$ cat src/rtl/msg_serializer_if.sv
// Message-in / beat-out handshake bundle for msg_serializer.
// Signal names follow the method-to-pipe packer's naming.
interface msg_serializer_if;
    logic         in_enq__ENA;
    logic [127:0] in_enq_v;
    logic         in_enq__RDY;
    logic         out_enq__ENA;
    logic [31:0]  out_enq_v;
    logic         out_enq_last;
    logic         out_enq__RDY;

    modport slave (
        input  in_enq__ENA,
        input  in_enq_v,
        input  out_enq__RDY,
        output in_enq__RDY,
        output out_enq__ENA,
        output out_enq_v,
        output out_enq_last
    );

    modport master (
        output in_enq__ENA,
        output in_enq_v,
        output out_enq__RDY,
        input  in_enq__RDY,
        input  out_enq__ENA,
        input  out_enq_v,
        input  out_enq_last
    );
endinterface

$ cat src/rtl/msg_serializer.sv
// Buffers 128-bit pipe messages and emits them as 32-bit beats,
// low word first; illegal word counts are dropped and counted.
module msg_serializer #(
    parameter int DEPTH  = 2,
    parameter int MAXLEN = 4
) (
    input  logic              CLK,
    input  logic              nRST,
    msg_serializer_if.slave   bus,
    output logic [31:0]       msg_count,
    output logic [15:0]       drop_count,
    output logic              err_len
);
    localparam int AW = (DEPTH > 1) ? $clog2(DEPTH) : 1;
    localparam int CW = AW + 1;
    localparam logic [CW-1:0] FULL = CW'(DEPTH);
    localparam logic [15:0]   MAXL = 16'(MAXLEN);

    typedef enum logic { IDLE, SEND } state_t;

    logic [127:0]  mem_q [DEPTH];
    logic [AW-1:0] wr_ptr_q, rd_ptr_q;
    logic [CW-1:0] count_q, count_d;

    state_t        state_q, state_d;
    logic [127:0]  shift_q, shift_d;
    logic [15:0]   remain_q, remain_d;
    logic [31:0]   msg_q, msg_d;
    logic [15:0]   drop_q, drop_d;
    logic          err_q, err_d;

    logic          enq, pop, empty;
    logic [127:0]  head;
    logic [15:0]   head_len;
    logic          head_ok;

    assign enq      = bus.in_enq__ENA && (count_q != FULL);
    assign empty    = (count_q == '0);
    assign head     = mem_q[rd_ptr_q];
    assign head_len = head[15:0];
    // Full 16-bit compare so large counts are never aliased into range.
    assign head_ok  = (head_len != 16'd0) && (head_len <= MAXL);

    always_comb begin
        state_d  = state_q;
        shift_d  = shift_q;
        remain_d = remain_q;
        msg_d    = msg_q;
        drop_d   = drop_q;
        err_d    = err_q;
        pop      = 1'b0;
        unique case (state_q)
            IDLE: begin
                if (!empty) begin
                    pop = 1'b1;
                    if (head_ok) begin
                        shift_d  = head;
                        remain_d = head_len;
                        state_d  = SEND;
                    end else begin
                        if (drop_q != 16'hFFFF)
                            drop_d = drop_q + 16'd1;
                        err_d = 1'b1;
                    end
                end
            end
            SEND: begin
                if (bus.out_enq__RDY) begin
                    if (remain_q > 16'd1) begin
                        shift_d  = shift_q >> 32;
                        remain_d = remain_q - 16'd1;
                    end else begin
                        msg_d = msg_q + 32'd1;
                        // Chain straight into a legal head: no bubble.
                        if (!empty && head_ok) begin
                            pop      = 1'b1;
                            shift_d  = head;
                            remain_d = head_len;
                        end else begin
                            state_d  = IDLE;
                            shift_d  = '0;
                            remain_d = '0;
                        end
                    end
                end
            end
            default: state_d = IDLE;
        endcase
    end

    always_comb begin
        count_d = count_q;
        if (enq && !pop)
            count_d = count_q + CW'(1);
        else if (!enq && pop)
            count_d = count_q - CW'(1);
    end

    always_ff @(posedge CLK) begin
        if (enq)
            mem_q[wr_ptr_q] <= bus.in_enq_v;
    end

    always_ff @(posedge CLK) begin
        if (!nRST) begin
            wr_ptr_q <= '0;
            rd_ptr_q <= '0;
            count_q  <= '0;
            state_q  <= IDLE;
            shift_q  <= '0;
            remain_q <= '0;
            msg_q    <= '0;
            drop_q   <= '0;
            err_q    <= 1'b0;
        end else begin
            if (enq)
                wr_ptr_q <= wr_ptr_q + AW'(1);
            if (pop)
                rd_ptr_q <= rd_ptr_q + AW'(1);
            count_q  <= count_d;
            state_q  <= state_d;
            shift_q  <= shift_d;
            remain_q <= remain_d;
            msg_q    <= msg_d;
            drop_q   <= drop_d;
            err_q    <= err_d;
        end
    end

    assign bus.in_enq__RDY  = (count_q != FULL);
    assign bus.out_enq__ENA = (state_q == SEND) && bus.out_enq__RDY;
    assign bus.out_enq_v    = shift_q[31:0];
    assign bus.out_enq_last = (state_q == SEND) && (remain_q == 16'd1);

    assign msg_count  = msg_q;
    assign drop_count = drop_q;
    assign err_len    = err_q;
endmodule
$ cat src/flat_wrapper.sv
// flat-port wrapper written by rule: the top's interface ports become plain ports
module msg_serializer_flat 
#(
    parameter int DEPTH  = 2,
    parameter int MAXLEN = 4
)
  (CLK, nRST, msg_count, drop_count, err_len, bus_in_enq__ENA, bus_in_enq_v, bus_out_enq__RDY, bus_in_enq__RDY, bus_out_enq__ENA, bus_out_enq_v, bus_out_enq_last);
  msg_serializer_if bus_i ();
  input  logic CLK;
  input  logic nRST;
  output logic [31:0] msg_count;
  output logic [15:0] drop_count;
  output logic err_len;
  input wire logic [$bits(bus_i.in_enq__ENA)-1:0] bus_in_enq__ENA;
  input wire logic [$bits(bus_i.in_enq_v)-1:0] bus_in_enq_v;
  input wire logic [$bits(bus_i.out_enq__RDY)-1:0] bus_out_enq__RDY;
  output wire logic [$bits(bus_i.in_enq__RDY)-1:0] bus_in_enq__RDY;
  output wire logic [$bits(bus_i.out_enq__ENA)-1:0] bus_out_enq__ENA;
  output wire logic [$bits(bus_i.out_enq_v)-1:0] bus_out_enq_v;
  output wire logic [$bits(bus_i.out_enq_last)-1:0] bus_out_enq_last;
  assign bus_i.in_enq__ENA = bus_in_enq__ENA;
  assign bus_i.in_enq_v = bus_in_enq_v;
  assign bus_i.out_enq__RDY = bus_out_enq__RDY;
  assign bus_in_enq__RDY = bus_i.in_enq__RDY;
  assign bus_out_enq__ENA = bus_i.out_enq__ENA;
  assign bus_out_enq_v = bus_i.out_enq_v;
  assign bus_out_enq_last = bus_i.out_enq_last;
  msg_serializer #(.DEPTH(DEPTH), .MAXLEN(MAXLEN)) u_core (.CLK(CLK), .nRST(nRST), .bus(bus_i), .msg_count(msg_count), .drop_count(drop_count), .err_len(err_len));
endmodule
$ cat config.mk
export PLATFORM = sky130hd
export DESIGN_NAME = msg_serializer_flat
export DESIGN_NICKNAME = d
export VERILOG_FILES = /design/src/rtl/msg_serializer_if.sv /design/src/rtl/msg_serializer.sv /design/src/flat_wrapper.sv
export SDC_FILE = /design/constraint.sdc
export NUM_CORES = 1
export LEC_CHECK = 0
export CORE_MARGIN = 2
export CORE_UTILIZATION = 48
export DETAILED_ROUTE_END_ITERATION = 8
export GPL_TIMING_DRIVEN = 0
export PLACE_DENSITY = 0.7
export SETUP_SLACK_MARGIN = 0.3
export SLEW_MARGIN = 10
export SYNTH_ARGS = -nofsm -noshare
export SYNTH_HDL_FRONTEND = slang
export SYNTH_SLANG_ARGS = --single-unit
$ cat constraint.sdc
create_clock -name CLK -period 16 [get_ports CLK]
set_clock_uncertainty 0.15 [all_clocks]
set_input_delay 1.6 -clock CLK [delete_from_list [all_inputs] [get_ports CLK]]
set_output_delay 1.6 -clock CLK [all_outputs]
set_load 0.05 [all_outputs]
==> summary.md, run 1 <==
| Metric | Value |
|---|---|
| Status | `finished, final reports clean` |
| Total grt overflow | `0` |
| Worst Tran Pin Value | `0.915 ns` |
| Clk pwr share | `36.0%` |
| CTS tree | `done` |
| Sw frac | `25.7%` |
| Max_cap viols | `0` |
| Die width | `197 um` |
| # resized after CTS | `0` |
| # diodes | `0` |
| CP peak stage delay | `0.83 ns` |
| Comb power frac | `16.1%` |
| Routed Wire Length | `45.4 mm` |
| Setup Total Neg Slack | `0 ns` |
| Sequential area share after synthesis | `65.5%` |
| Worst path cell trace | `clkdlybuf4s50_1, nand2_1, inv_1, clkdlybuf4s50_1` |
| Initial antenna violation count | `0` |
| Die ar. | `38700 um^2` |
| Fin. max-slew vios | `0` |
| Peak supply drop | `0.0917 mV` |
| Pre-antenna DRT Iters | `5` |
| Synth async-reset ratio | `0%` |
| Layout fillers | `2930` |
| P_sw | `744 uW` |
| Crit-path max FO | `6` |
| Post-layout min period | `5.12 ns` |
| # rows | `70` |
| IO Port Bufs | `215` |
| Share of cells above drive strength 1 | `12.9%` |
| Met2 wire length | `21.4 mm` |
| Ys flop type | `edfxtp_1` |
| Unrepaired setup endpoints after global routing | `false` |
| Skew-Pair Late Insertion Delay | `0.57 ns` |
| Met3 WL | `2.89 mm` |
| Area of the multi-input gates | `5480 um^2` |
| First-pass GRT wire length | `68.7 mm` |
| Critical path's slowest cell | `clkdlybuf4s50_1` |
| Metal-1 WL | `19.9 mm` |
| P per Cell Area | `131 nW/um^2` |
| # hold bufs at CTS | `0` |
| Clock sink count | `455` |
| Via density | `5.67` |
| Required time worst endpoint | `14.25 ns` |
| Final RePlAce weighted congestion | `0.874` |
| Vias in the first global route | `12.2k` |
| Syn. warnings | `0` |
| Hold Slack | `0.305 ns` |
| Largest net degree at the start of global routing | `58` |
| Kind of critical path | `in -> out` |
| Final period util | `32.0%` |
| H-tree depth | `2` |
| Worst Setup End Kind | `output pin` |
| Final setup vio count | `0` |
| Synth Instances | `1426` |
| Int Pwr | `2.16 mW` |
| Syn Area/Cell | `12.5 um^2` |
| CTS Root Cell | `clkbuf_16` |
| Critical path arrival | `3.37 ns` |
| Yosys cell types | `55` |
| P_leak | `7.69 nW` |
| Reg clk slew, reported paths | `0.06 ns` |
| Syn Nets | `1563` |
| DRC viols | `0` |
| HP Class | `reg -> reg` |
| Drt first-iter violations | `908` |
| Remaining antenna violation count after routing | `0` |
| Seq pwr share | `47.9%` |
| Fin. Hold Viols | `0` |
| Maximum operating frequency | `0.195 GHz` |
| Slew HR | `38.4%` |
| PnR Total Power | `2.90 mW` |
| Clock tree buffer depth | `3` |
| Post-synthesis register bit count | `455` |
| Cell Area, Synth | `17800 um^2` |
| Wire per inst | `20.6 um` |
| All-Layer GR Usage | `23.2%` |
| Crit start category | `input port` |
| DP Wirelength | `32.4 mm` |
| Post-CTS Setup Inserts | `0` |
| Final net count | `1833` |
| Initial Utilization | `48.7%` |
| Post-synth EDFFs | `256` |
| Die Span Y | `197 um` |
| FF/Latch Area | `11700 um^2` |
| Total number of vias | `12.5k` |
| Area grow syn2layout | `24.6%` |
| Uppermost layer routed | `met4` |
| Cell mode on critical path | `clkdlybuf4s50_1` |
| Core Area | `36600 um^2` |
| # IOs | `216` |
| Cts bufs inserted | `46` |
## final cells by class
cell class / count / share of cell area [%]
clock inverter: 21 / 0.964
tap: 468 / 2.64
inverter: 10 / 0.169
timing repair buffer: 222 / 10.5
sequential: 455 / 52.6
buffer: 130 / 2.90
clock buffer: 64 / 5.62
multi-input combinational: 831 / 24.7
## power groups by stage
| stage | combinational, mW | clock, mW | sequential, mW |
|---|---|---|---|
| finish | 0.466 | 1.04 | 1.39 |
| global route | 0.496 | 1.11 | 1.40 |
| CTS | 0.470 | 1.06 | 1.39 |
| detailed placement | 0.467 | 0 | 1.41 |
| global placement | 0.435 | 0 | 1.45 |
| floorplan | 0.275 | 0 | 1.44 |
## sequential cells by signal, summed over array words and instances (netlist names), 2 cells and up, named ones only
register,cells
u_core.mem_q,256
u_core.shift_q,128
u_core.msg_count,32
u_core.drop_count,16
u_core.remain_q,16
u_core.count_q,2
## worst max-delay path: cells and delay by family
kind	cells	cell delay, ns
buffers and inverters	3	1.58
AND/OR/NAND/NOR	1	0.18
## layer usage
metal / GRT usage [%] / vias to the layer above
met2: 38.4 / 438
met5: 0 / -
met1: 31.6 / 6083
met4: 6.99 / 0
met3: 3.92 / 69
li1: - / 5879
## Yosys cell counts (all sizes together), types with 6 or more instances
| cell type | number | area (um^2) |
|---|---|---|
| mux2 | 80 | 901 |
| nand4 | 11 | 68.8 |
| inv | 10 | 37.5 |
| dfxtp | 199 | 3980 |
| clkbuf | 67 | 251 |
| nand2 | 56 | 213 |
| or3 | 12 | 75.1 |
| a221oi | 80 | 701 |
| nor4 | 11 | 75.1 |
| nand3 | 70 | 350 |
| xor2 | 28 | 245 |
| o31ai | 34 | 269 |
| buf | 63 | 392 |
| mux2i | 46 | 460 |
| nor2 | 137 | 514 |
| xnor2 | 10 | 87.6 |
| edfxtp | 256 | 7690 |
| a31oi | 6 | 37.5 |
| and4 | 8 | 70.1 |
| o21ai | 119 | 599 |
| a21oi | 43 | 215 |
| nand2b | 6 | 37.5 |
| and3 | 7 | 43.8 |
| nor3 | 15 | 75.1 |
## stage by stage
stage	util, %	cells	setup slack, ns	instance area [um^2]
3_5_place_dp	56.7	2116	10.91	20700
4_1_cts	60.7	2201	10.91	22200
2_1_floorplan	-	1426	8.20	17800
3_3_place_gp	56.2	2109	4.30	20600
6_report	60.7	2201	10.88	22200
5_1_grt	60.7	2201	10.79	22200
## cells by family after synthesis
family / Yosys count / synth area share, %
xor+xnor: 38 / 1.87
mux: 126 / 7.64
simple gates: 354 / 9.41
compound gates: 308 / 11.4
flops: 455 / 65.5
buf+inv: 140 / 3.82
fa+ha+maj: 5 / 0.351
## final timing paths
check	start	to	slack, ns	cells after the start
worst min register to register	u_core.shift_q[3]	u_core.shift_q[3]	0.31	2
worst max-delay path	bus_out_enq__RDY	bus_out_enq__ENA	10.88	4
worst min-delay path	u_core.shift_q[3]	u_core.shift_q[3]	0.31	2
worst max register to register	flop	u_core.count_q[1]	12.24	11
## cell usage in the layout, fill, tap and decap left out, drive strengths merged, types with 3 or more instances in the layout
cell type,Yosys,final
and2,4,4
o21ai,119,119
inv,10,11
a31oi,6,6
mux2i,46,46
o22ai,5,5
and3,7,7
o21a,3,3
a2bb2oi,4,4
buf,63,70
nand3b,3,3
bufinv,0,3
nand2,56,56
clkdlybuf4s50,0,215
or4,4,4
xor2,28,28
xnor2,10,10
a221oi,80,80
ha,5,5
nor4,11,11
clkbuf,67,131
or2,3,3
and4,8,8
nor3,15,15
nand2b,6,6
edfxtp,256,256
nor2,137,137
a21oi,43,43
clkinv,0,15
o31ai,34,34
nand3,70,70
mux2,80,80
nand4,11,11
or3,12,12
dfxtp,199,199
(Power assumes the default switching activity.)
==> run 2, diff against run 1 <==
- clock period: 16 -> 5.2 ns (I/O delays scaled with it)
==> run 2 against run 1 <==
Combinational power grew to 3.0 times the previous value. Utilization grew 0.32 points. First-iteration DRC count shrank 1.9%. Worst hold slack lost 0.0039 ns. Clock power grew to 3.3 times the previous value. Setup slack lost 9.3 ns. Global-route usage grew 0.37 points. Sequential power grew to 3.1 times the previous value. Final cell count is essentially flat. Critical path depth grew 6. Via count shrank 0.13%. Flip-flop and latch count is the same. Critical endpoint is now u_core.count_q[1]. Largest cell class unchanged. Largest power group unchanged.
==> summary.md, run 2 (synthesized netlist as in run 1, its figures left out) <==
| Metric | Value |
|---|---|
| Slew HR | `34.4% (-4.0 points)` |
| Vias in the first global route | `12.4k (+1.1%)` |
| Die width | `197 um (unchanged)` |
| Drt first-iter violations | `891 (-1.9%)` |
| Pre-antenna DRT Iters | `7 (+2)` |
| Via density | `5.65 (-0.22%)` |
| Worst Tran Pin Value | `0.985 ns (+0.0696 ns)` |
| Maximum operating frequency | `0.274 GHz` |
| Final RePlAce weighted congestion | `0.871 (-0.30%)` |
| Sw frac | `25.2% (-0.49 points)` |
| Skew-Pair Late Insertion Delay | `0.59 ns (+0.02 ns)` |
| PnR Total Power | `9.15 mW (+220%)` |
| P_sw | `2.30 mW (+210%)` |
| Seq pwr share | `46.8% (-1.1 points)` |
| Max reg flops | `256 (unchanged)` |
| Die Span Y | `197 um (unchanged)` |
| Crit start category | `flop` |
| # IOs | `216 (unchanged)` |
| Post-layout min period | `3.64 ns` |
| Clock tree buffer depth | `3 (unchanged)` |
| Initial antenna violation count | `1 (+1)` |
| Die ar. | `38700 um^2 (unchanged)` |
| Peak supply drop | `0.279 mV (+200%)` |
| Area grow syn2layout | `25.3%` |
| Final net count | `1833 (unchanged)` |
| Status | `finished, final reports clean` |
| Largest Register | `u_core.mem_q` |
| Fin. max-slew vios | `0 (unchanged)` |
| Core Area | `36600 um^2 (unchanged)` |
| Final period util | `70.1%` |
| Most common cell after layout, fill and taps aside | `edfxtp_1` |
| P_leak | `7.75 nW (+0.83%)` |
| Critical path arrival | `3.99 ns (+0.62 ns)` |
| Wire per inst | `20.6 um (-0.14%)` |
| Reg clk slew, reported paths | `0.06 ns (about the same)` |
| Grt met2 use | `38.5% (+0.13 points)` |
| Clk pwr share | `37.9% (+1.9 points)` |
| All-Layer GR Usage | `23.6% (+0.37 points)` |
| DP Wirelength | `32.1 mm (-0.89%)` |
| H-tree depth | `2 (unchanged)` |
| Share of cells above drive strength 1 | `13.1% (+0.22 points)` |
| Unrepaired setup endpoints after global routing | `false` |
| DRC viols | `0 (unchanged)` |
| Grt met1 use | `32.2% (+0.67 points)` |
| Kind of critical path | `reg -> reg` |
| # resized after CTS | `0 (unchanged)` |
| Fin. Hold Viols | `0 (unchanged)` |
| P per Cell Area | `410 nW/um^2 (+210%)` |
| IO Port Bufs | `215 (unchanged)` |
| Worst Setup End Kind | `flop` |
| Routed Wire Length | `45.4 mm (about the same)` |
| CTS Root Cell | `clkbuf_16` |
| Initial Utilization | `48.7% (unchanged)` |
| Met3 Track Usage GR | `3.70% (-0.22 points)` |
| HP Class | `reg -> reg` |
| Comb power frac | `15.3% (-0.8 points)` |
| Max_cap viols | `0 (unchanged)` |
| CTS tree | `done` |
| Crit-path max FO | `10 (+4)` |
| Hold Slack | `0.302 ns (-0.00386 ns)` |
| First-pass GRT wire length | `70.0 mm (+1.8%)` |
| Most used routing layer | `met2` |
| # rows | `70 (unchanged)` |
| Cts bufs inserted | `47 (+2.2%)` |
| Clock sink count | `455 (unchanged)` |
| Int Pwr | `6.85 mW (+220%)` |
| Required time worst endpoint | `5.55 ns (-8.70 ns)` |
| Most frequent cells in the layout | `edfxtp_1, clkdlybuf4s50_1, dfxtp_1` |
| Worst reg2reg setup slack | `1.56 ns (-10.68 ns)` |
| # hold bufs at CTS | `0 (unchanged)` |
| Largest net degree at the start of global routing | `55 (-5.2%)` |
| Fin util | `61.0% (+0.32 points)` |
| Remaining antenna violation count after routing | `0 (unchanged)` |
| Post-CTS Setup Inserts | `0 (unchanged)` |
| Total number of vias | `12.5k (-0.13%)` |
| Layout fillers | `2931 (+0.034%)` |
| Total grt overflow | `0 (unchanged)` |
| Final setup vio count | `0 (unchanged)` |
run 2: metal layers:
layer | vias up | wire (um)
li1 | 5881 | -
met1 | 6013 | 20000
met2 | 484 | 21100
met3 | 75 | 3050
met4 | 0 | 1220
met5 | - | 0
run 2: stage by stage:
stage	cell area, um^2	instances	setup slack, ns	TNS [ns]
4_1_cts	22300	2202	1.50	0
3_5_place_dp	20700	2115	1.56	0
3_3_place_gp	20600	2109	-1.30	-163.81
6_report	22300	2203	1.56	0
5_1_grt	22300	2203	1.28	0
2_1_floorplan	17800	1426	0.586	0
run 2: cell type report:
type                       count  area (um^2)  area share, %
sequential                   455        11700           52.3
multi-input combinational    831         5480           24.6
timing repair buffer         221         2290           10.2
clock buffer                  67         1350           6.05
buffer                       130          643           2.88
tap                          468          586           2.62
clock inverter                20          263           1.18
inverter                      10         37.5          0.168
antenna                        1         2.50         0.0112
run 2: path summary, 6_finish.rpt:
kind / start / end / cells past startpoint
max: flop / u_core.count_q[1] / 10
min: u_core.shift_q[3] / u_core.shift_q[3] / 2
max reg2reg: flop / u_core.count_q[1] / 10
min reg2reg: u_core.shift_q[3] / u_core.shift_q[3] / 2
run 2: power groups by stage:
| stage | registers [mW] | clock network [mW] | logic [mW] |
|---|---|---|---|
| floorplan | 4.39 | 0 | 0.849 |
| global placement | 4.40 | 0 | 1.33 |
| detailed placement | 4.36 | 0 | 1.41 |
| CTS | 4.28 | 3.51 | 1.42 |
| global route | 4.31 | 3.67 | 1.51 |
| finish | 4.28 | 3.47 | 1.40 |
run 2: critical path, cell delays in order, from the launching register on:
cell and delay [ns]:
dfxtp_1 0.40, clkbuf_1 0.53, nor3b_1 0.26, o22a_1 0.18, o2111ai_2 0.26, buf_2 0.30, o41ai_1 0.28, o21ai_0 0.30
ha_1 0.41, or3_1 0.36, a21oi_1 0.14
